**src/rtl/pulse_pkg.sv**
```systemverilog
// -----------------------------------------------------------------------------
// pulse_pkg
//   Shared types and helpers for the debounce / one-pulse block.
//   - state_t   : debounce FSM states
//   - max_int   : larger of two integers (elaboration-time sizing)
//   - cnt_width : number of bits needed to hold values 0..max_val
// -----------------------------------------------------------------------------
package pulse_pkg;

  // IDLE   : settled low
  // ARM_HI : low->high seen, counting stable-high samples
  // HELD   : settled high
  // ARM_LO : high->low seen, counting stable-low samples
  typedef enum logic [1:0] {
    IDLE   = 2'd0,
    ARM_HI = 2'd1,
    HELD   = 2'd2,
    ARM_LO = 2'd3
  } state_t;

  function automatic int max_int(input int a, input int b);
    int r;
    if (a >= b) begin
      r = a;
    end else begin
      r = b;
    end
    return r;
  endfunction

  // Bits required so that max_val itself is representable; never below 1.
  function automatic int cnt_width(input int max_val);
    int r;
    if (max_val <= 1) begin
      r = 1;
    end else begin
      r = $clog2(max_val + 1);
    end
    return r;
  endfunction

endpackage : pulse_pkg

```
**src/rtl/sync_chain.sv**
```systemverilog
// -----------------------------------------------------------------------------
// sync_chain
//   Plain flop-chain synchronizer bringing an asynchronous level into the clk
//   domain. All stages reset to 0.
// Ports
//   clk : clock
//   rst : asynchronous active-high reset
//   d   : asynchronous input level
//   q   : synchronized level (STAGES flops after d)
// -----------------------------------------------------------------------------
module sync_chain #(
  parameter int STAGES = 2
) (
  input  logic clk,
  input  logic rst,
  input  logic d,
  output logic q
);

  logic [STAGES-1:0] chain_q;
  logic [STAGES-1:0] chain_d;

  // Next chain value: shift d in at bit 0, oldest sample leaves at the top.
  always_comb begin
    chain_d = {chain_q[STAGES-2:0], d};
  end

  // Synchronizer flops.
  always_ff @(posedge clk or posedge rst) begin
    if (rst) begin
      chain_q <= {STAGES{1'b0}};
    end else begin
      chain_q <= chain_d;
    end
  end

  assign q = chain_q[STAGES-1];

endmodule : sync_chain

```
**src/rtl/debounce_one_pulse.sv**
```systemverilog
// -----------------------------------------------------------------------------
// debounce_one_pulse
//   Turns a slow, bouncy, asynchronous level (button, switch, stretched strobe)
//   into a debounced level plus single-cycle press / release strobes, with
//   optional auto-repeat strobes while the input is held.
//
// Parameters
//   SYNC_STAGES   synchronizer depth (>=2)
//   DB_CYCLES     consecutive equal synced samples needed to accept a change (>=2)
//   REPEAT_EN     1: emit repeat_pulse while held
//   HOLD_CYCLES   cycles in HELD before the first repeat strobe (>=1)
//   REPEAT_CYCLES cycles between subsequent repeat strobes (>=1)
//
// Ports
//   clk           clock
//   rst           asynchronous active-high reset
//   raw_in        asynchronous raw level
//   level_out     debounced level (registered)
//   press_pulse   one-cycle strobe on accepted 0->1 (registered)
//   release_pulse one-cycle strobe on accepted 1->0 (registered)
//   repeat_pulse  one-cycle auto-repeat strobe, 0 when REPEAT_EN=0 (registered)
// -----------------------------------------------------------------------------
module debounce_one_pulse
  import pulse_pkg::*;
#(
  parameter int SYNC_STAGES   = 2,
  parameter int DB_CYCLES     = 65536,
  parameter int REPEAT_EN     = 0,
  parameter int HOLD_CYCLES   = 16777216,
  parameter int REPEAT_CYCLES = 4194304
) (
  input  logic clk,
  input  logic rst,
  input  logic raw_in,
  output logic level_out,
  output logic press_pulse,
  output logic release_pulse,
  output logic repeat_pulse
);

  // ---------------------------------------------------------------------------
  // Sizing
  // ---------------------------------------------------------------------------
  localparam int DB_W     = $clog2(DB_CYCLES) + 1;
  localparam int HOLD_MAX = max_int(HOLD_CYCLES, REPEAT_CYCLES);
  localparam int HOLD_W   = cnt_width(HOLD_MAX);

  localparam logic [DB_W-1:0] DB_ZERO = {DB_W{1'b0}};
  localparam logic [DB_W-1:0] DB_ONE  = DB_W'(32'd1);
  localparam logic [DB_W-1:0] DB_LAST = DB_W'(DB_CYCLES - 1);

  // hold_inc is one bit wider than hold_cnt so the compare never sees a wrap.
  localparam logic [HOLD_W:0]   HOLD_TGT  = (HOLD_W + 1)'(HOLD_CYCLES);
  localparam logic [HOLD_W-1:0] HOLD_ZERO = {HOLD_W{1'b0}};
  localparam logic [HOLD_W-1:0] HOLD_SAT  = {HOLD_W{1'b1}};
  // Reloading to HOLD-REPEAT makes the next strobe land REPEAT cycles later.
  // If REPEAT exceeds HOLD the reload clamps at 0, so the interval becomes HOLD.
  localparam logic [HOLD_W-1:0] HOLD_RELOAD =
    HOLD_W'((HOLD_CYCLES >= REPEAT_CYCLES) ? (HOLD_CYCLES - REPEAT_CYCLES) : 0);
  localparam logic REP_ON = (REPEAT_EN != 0);

  // ---------------------------------------------------------------------------
  // Synchronizer: only s is used by the FSM, raw_in never reaches it directly.
  // ---------------------------------------------------------------------------
  logic s;

  sync_chain #(
    .STAGES (SYNC_STAGES)
  ) u_sync (
    .clk (clk),
    .rst (rst),
    .d   (raw_in),
    .q   (s)
  );

  // ---------------------------------------------------------------------------
  // State, counters and registered outputs
  // ---------------------------------------------------------------------------
  state_t            state_q,    state_d;
  logic [DB_W-1:0]   db_cnt_q,   db_cnt_d;
  logic [HOLD_W-1:0] hold_cnt_q, hold_cnt_d;
  logic              level_q,    level_d;
  logic              press_q,    press_d;
  logic              release_q,  release_d;
  logic              repeat_q,   repeat_d;

  logic [HOLD_W:0]   hold_inc;
  logic [DB_W-1:0]   db_inc;

  // Incremented counter values shared by several FSM branches.
  always_comb begin
    hold_inc = {1'b0, hold_cnt_q} + {{HOLD_W{1'b0}}, 1'b1};
    db_inc   = db_cnt_q + DB_ONE;
  end

  // Next-state, counter and output decode for the debounce FSM.
  // Strobes default low so each one lasts exactly the cycle it is decoded in.
  always_comb begin
    state_d    = state_q;
    db_cnt_d   = db_cnt_q;
    hold_cnt_d = hold_cnt_q;
    level_d    = level_q;
    press_d    = 1'b0;
    release_d  = 1'b0;
    repeat_d   = 1'b0;

    case (state_q)
      IDLE: begin
        if (s) begin
          state_d  = ARM_HI;
          db_cnt_d = DB_ONE;
        end else begin
          db_cnt_d = DB_ZERO;
        end
      end

      ARM_HI: begin
        if (!s) begin
          // Not stable long enough: drop back silently.
          state_d  = IDLE;
          db_cnt_d = DB_ZERO;
        end else if (db_cnt_q == DB_LAST) begin
          state_d    = HELD;
          db_cnt_d   = DB_ZERO;
          hold_cnt_d = HOLD_ZERO;
          level_d    = 1'b1;
          press_d    = 1'b1;
        end else begin
          db_cnt_d = db_inc;
        end
      end

      HELD: begin
        if (!s) begin
          // hold_cnt is frozen so a rejected release resumes the repeat timing.
          state_d  = ARM_LO;
          db_cnt_d = DB_ONE;
        end else if (REP_ON && (hold_inc == HOLD_TGT)) begin
          repeat_d   = 1'b1;
          hold_cnt_d = HOLD_RELOAD;
        end else if (hold_cnt_q != HOLD_SAT) begin
          hold_cnt_d = hold_inc[HOLD_W-1:0];
        end else begin
          // Held far longer than any timing of interest: saturate, never wrap.
          hold_cnt_d = hold_cnt_q;
        end
      end

      ARM_LO: begin
        if (s) begin
          // Bounce during release: back to HELD, level stays high, no strobe.
          state_d  = HELD;
          db_cnt_d = DB_ZERO;
        end else if (db_cnt_q == DB_LAST) begin
          state_d   = IDLE;
          db_cnt_d  = DB_ZERO;
          level_d   = 1'b0;
          release_d = 1'b1;
        end else begin
          db_cnt_d = db_inc;
        end
      end

      default: begin
        state_d    = IDLE;
        db_cnt_d   = DB_ZERO;
        hold_cnt_d = HOLD_ZERO;
        level_d    = 1'b0;
      end
    endcase
  end

  // FSM state, counters and output registers.
  always_ff @(posedge clk or posedge rst) begin
    if (rst) begin
      state_q    <= IDLE;
      db_cnt_q   <= DB_ZERO;
      hold_cnt_q <= HOLD_ZERO;
      level_q    <= 1'b0;
      press_q    <= 1'b0;
      release_q  <= 1'b0;
      repeat_q   <= 1'b0;
    end else begin
      state_q    <= state_d;
      db_cnt_q   <= db_cnt_d;
      hold_cnt_q <= hold_cnt_d;
      level_q    <= level_d;
      press_q    <= press_d;
      release_q  <= release_d;
      repeat_q   <= repeat_d;
    end
  end

  assign level_out     = level_q;
  assign press_pulse   = press_q;
  assign release_pulse = release_q;
  assign repeat_pulse  = repeat_q;

endmodule : debounce_one_pulse

```
**config.mk**
```make
export PLATFORM = sky130hd
export DESIGN_NAME = debounce_one_pulse
export DESIGN_NICKNAME = d
export VERILOG_FILES = /design/src/rtl/pulse_pkg.sv /design/src/rtl/sync_chain.sv /design/src/rtl/debounce_one_pulse.sv
export SDC_FILE = /design/constraint.sdc
export NUM_CORES = 1
export LEC_CHECK = 0
export ABC_AREA = 1
export CORE_MARGIN = 1
export CORE_UTILIZATION = 50
export CTS_CLUSTER_DIAMETER = 80
export CTS_CLUSTER_SIZE = 16
export DETAILED_ROUTE_END_ITERATION = 8
export MAX_ROUTING_LAYER = met4
export PLACE_DENSITY = 0.69
export SLEW_MARGIN = 20
export SYNTH_ARGS = -nofsm -noshare
export SYNTH_HDL_FRONTEND = slang
export SYNTH_SLANG_ARGS = --single-unit
```
**constraint.sdc**
```tcl
create_clock -name clk -period 2.12 [get_ports clk]
set_clock_uncertainty 0.2 [all_clocks]
set_input_delay 0.424 -clock clk [delete_from_list [all_inputs] [get_ports clk]]
set_output_delay 0.424 -clock clk [all_outputs]
set_load 0.02 [all_outputs]
```
==> impl_metrics.toml <==
[setup_path]
startpoint_type = "flip-flop"
critical_path.max_stage_delay_ns = 0.61
crit_type = "flip-flop to output port"
rr_worst_depth = 8
end_kind = "output port"
critPathBufInv = 1
cp_max_fo = 2
crit_required_ns = 1.50
critPathTopFamily = "buffers and inverters"
crit_chain = "clkdlybuf4s50_1"
timing.rr.end = "db_cnt_q[13]"
critPathArrivalTime_ns = 1.28
crit_slowest_cell = "clkdlybuf4s50_1"
r2r_start = "db_cnt_q[0]"
regToRegSetupSlack_ns = 0.32

[pwr]
p_switching_w = 0.000152
power_density_nw_per_um2 = 504
power.share.clock_pct = 27.5
leakagePower_nw = 0.653
ir_drop_uv = 433
p_seq_share_pct = 67.5
internal-power_w = 0.000539
swShare_pct = 22.0
pwr-share-comb_pct = 5.0

[global_routing]
grt_util_all_layers_pct = 21.5
antenna_found_initial = 0
grt_first_pass_wirelength_um = 4130
grt_overflow = 0
first_global_vias = 945
grt_max_degree = 25

[yosys]
yosysTopAreaCellShare_pct = 47.1
yosysUniqueCellTypes = 25
synthCells = 165
syn_area_sq_um = 1280
synth_edf_count = 0
synth_area_per_cell_sq_um = 7.73
yosysTopAreaCell = "dfrtp_1"
syn_nets = 169
synth-async-reset-ratio_pct = 100
synth_area_leaders = "dfrtp_1, nand2_1, nor2_1, inv_1, nand3_1"
ys_ff_latch = 24
synth_flop_cell = "dfrtp_1"
post-synth-top-count-cell = "nand2_1"
synth_common_cells = "nand2_1, dfrtp_1, nor2_1"
synth-warning-count = 0
synth_seq_area_share_pct = 47.1

[route]
routed_wl_um = 2330
drtIter0Drc = 23
vias = 1042
drt-vias-per-instance = 5.21
wl_per_cell_um = 11.7
postRouteAntennaNets = 0
drt_pass1_iterations = 4
remaining_drc_errors = 0

[final_layout]
fin_nets = 178
final_area_sq_um = 1370
drive_gt1_share_pct = 13.4
multi_input_area_sq_um = 567
nFillCells = 220
register_area_sq_um = 601
post-route-util_pct = 59.2
area_growth_pct = 7.55
antennaDiodeCount = 0

[hold_path]
hold_path_end = "u_sync.chain_q[1]"
holdPathStages = 0
holdCritPathClass = "flip-flop to flip-flop"
min-delay-start = "u_sync.chain_q[0]"

[clocking]
cts.htree.levels = 1
numCtsBuffers = 3
clkSinkCount = 24
post_cts_buffers = 0
ctsResizeCount = 0
cts_buffer_depth = 2
cts_tree = "done"
clk_pin_slew_ns = 0.12
insertion_delay_ns = 0.31
holdBufCountCts = 0
root_buffer = "clkbuf_4"

[place]
preCtsSetupSlack_ns = 0.319
placed_area_sq_um = 1350
dp_hpwl_um = 1850
port_buffers = 5
place_congestion = 0.869

[sta]
setup_tns_ns = 0
hold_viol = 0
fin_crit_sh_pct = 89.7
period_needed_ns = 1.90
rsz0062_at_grt = "false"
hold_slack_ns = 0.162
setup_viol = 0
fmax_ghz = 0.526
maxSlewViolCount = 0
setup_ws_ns = 0.219

[die]
fp.dieW_um = 52.5
die_y_um = 52.5
start_util_pct = 55.0
die_area_sq_um = 2760
core_area_sq_um = 2320
ios = 7
row_count = 17

[job]
cap_violations = 0

[run_status]
status = "finished, final reports clean"
-- per-stage QoR --
stage | power, W | std cells
2_1_floorplan | 0.000502 | 165
3_3_place_gp | 0.000510 | 197
3_5_place_dp | 0.000511 | 197
4_1_cts | 0.000704 | 200
5_1_grt | 0.000729 | 200
6_report | 0.000692 | 200
-- cell type report --
cell class,instances,area share [%]
clock buffers,3,1.64
inverters,24,6.56
multi-input cells,115,41.3
flip-flops and latches,24,43.8
well taps,28,2.55
repair buffers,6,4.19
-- placed cells by master, fill, tap and decap left out --
cell type        instances
nand4_1                  5
o22ai_1                  1
xnor2_1                  4
nor3_2                   1
nand2_2                  5
clkbuf_4                 3
o21bai_1                 1
conb_1                   1
o21ai_0                  3
nand3_2                  2
or2_2                    1
a21oi_1                  2
clkdlybuf4s50_1          5
inv_1                   18
inv_2                    6
ha_1                     1
nor2_1                  24
nor3_4                   1
nor2_2                   2
xor2_1                   1
nand2_1                 45
buf_4                    1
nand3_1                  9
dfrtp_1                 24
nor2_4                   1
nor3_1                   5
-- logic make-up (layout without fill, tap and decap cells) --
logic type	after synthesis	after routing	synth area share (%)
simple gates	101	101	36.7
buf+inv	26	33	8.53
flops	24	24	47.1
compound gates	7	7	3.04
xor+xnor	5	5	3.43
fa+ha+maj	1	1	0.980
other cells	1	1	0.294
-- state kept, by name, indices dropped and copies added, names as in the netlist, named ones only --
signal,count
release_pulse,1
press_pulse,1
db_cnt_q,17
state_q,1
level_out,1
u_sync.chain_q,2
-- worst max path at each step --
| stage | from | end | slack (ns) | cells past startpoint |
|---|---|---|---|---|
| 6_report | level_out | level_out | 0.22 | 1 |
| 5_1_grt | level_out | level_out | 0.17 | 1 |
| 4_1_cts | level_out | level_out | 0.20 | 1 |
| 3_5_place_dp | db_cnt_q[0] | db_cnt_q[13] | 0.32 | 8 |
| 3_3_place_gp | db_cnt_q[0] | db_cnt_q[14] | 0.43 | 8 |
| 2_1_floorplan | db_cnt_q[0] | db_cnt_q[13] | 0.52 | 9 |
-- per-layer routing --
layer	share of wire (%)	track usage, %
met1	49	29.4
met3	2.1	2.61
met2	47	32.3
met5	0	-
met4	1.6	9.21
-- power groups by stage --
stage / clock network [W] / registers [W] / logic, W
finish: 0.000191 / 0.000467 / 0.0000343
global placement: 0 / 0.000475 / 0.0000349
CTS: 0.000201 / 0.000467 / 0.0000356
floorplan: 0 / 0.000475 / 0.0000275
detailed placement: 0 / 0.000476 / 0.0000356
global route: 0.000221 / 0.000468 / 0.0000405
Power figures use the tool's default switching activity.
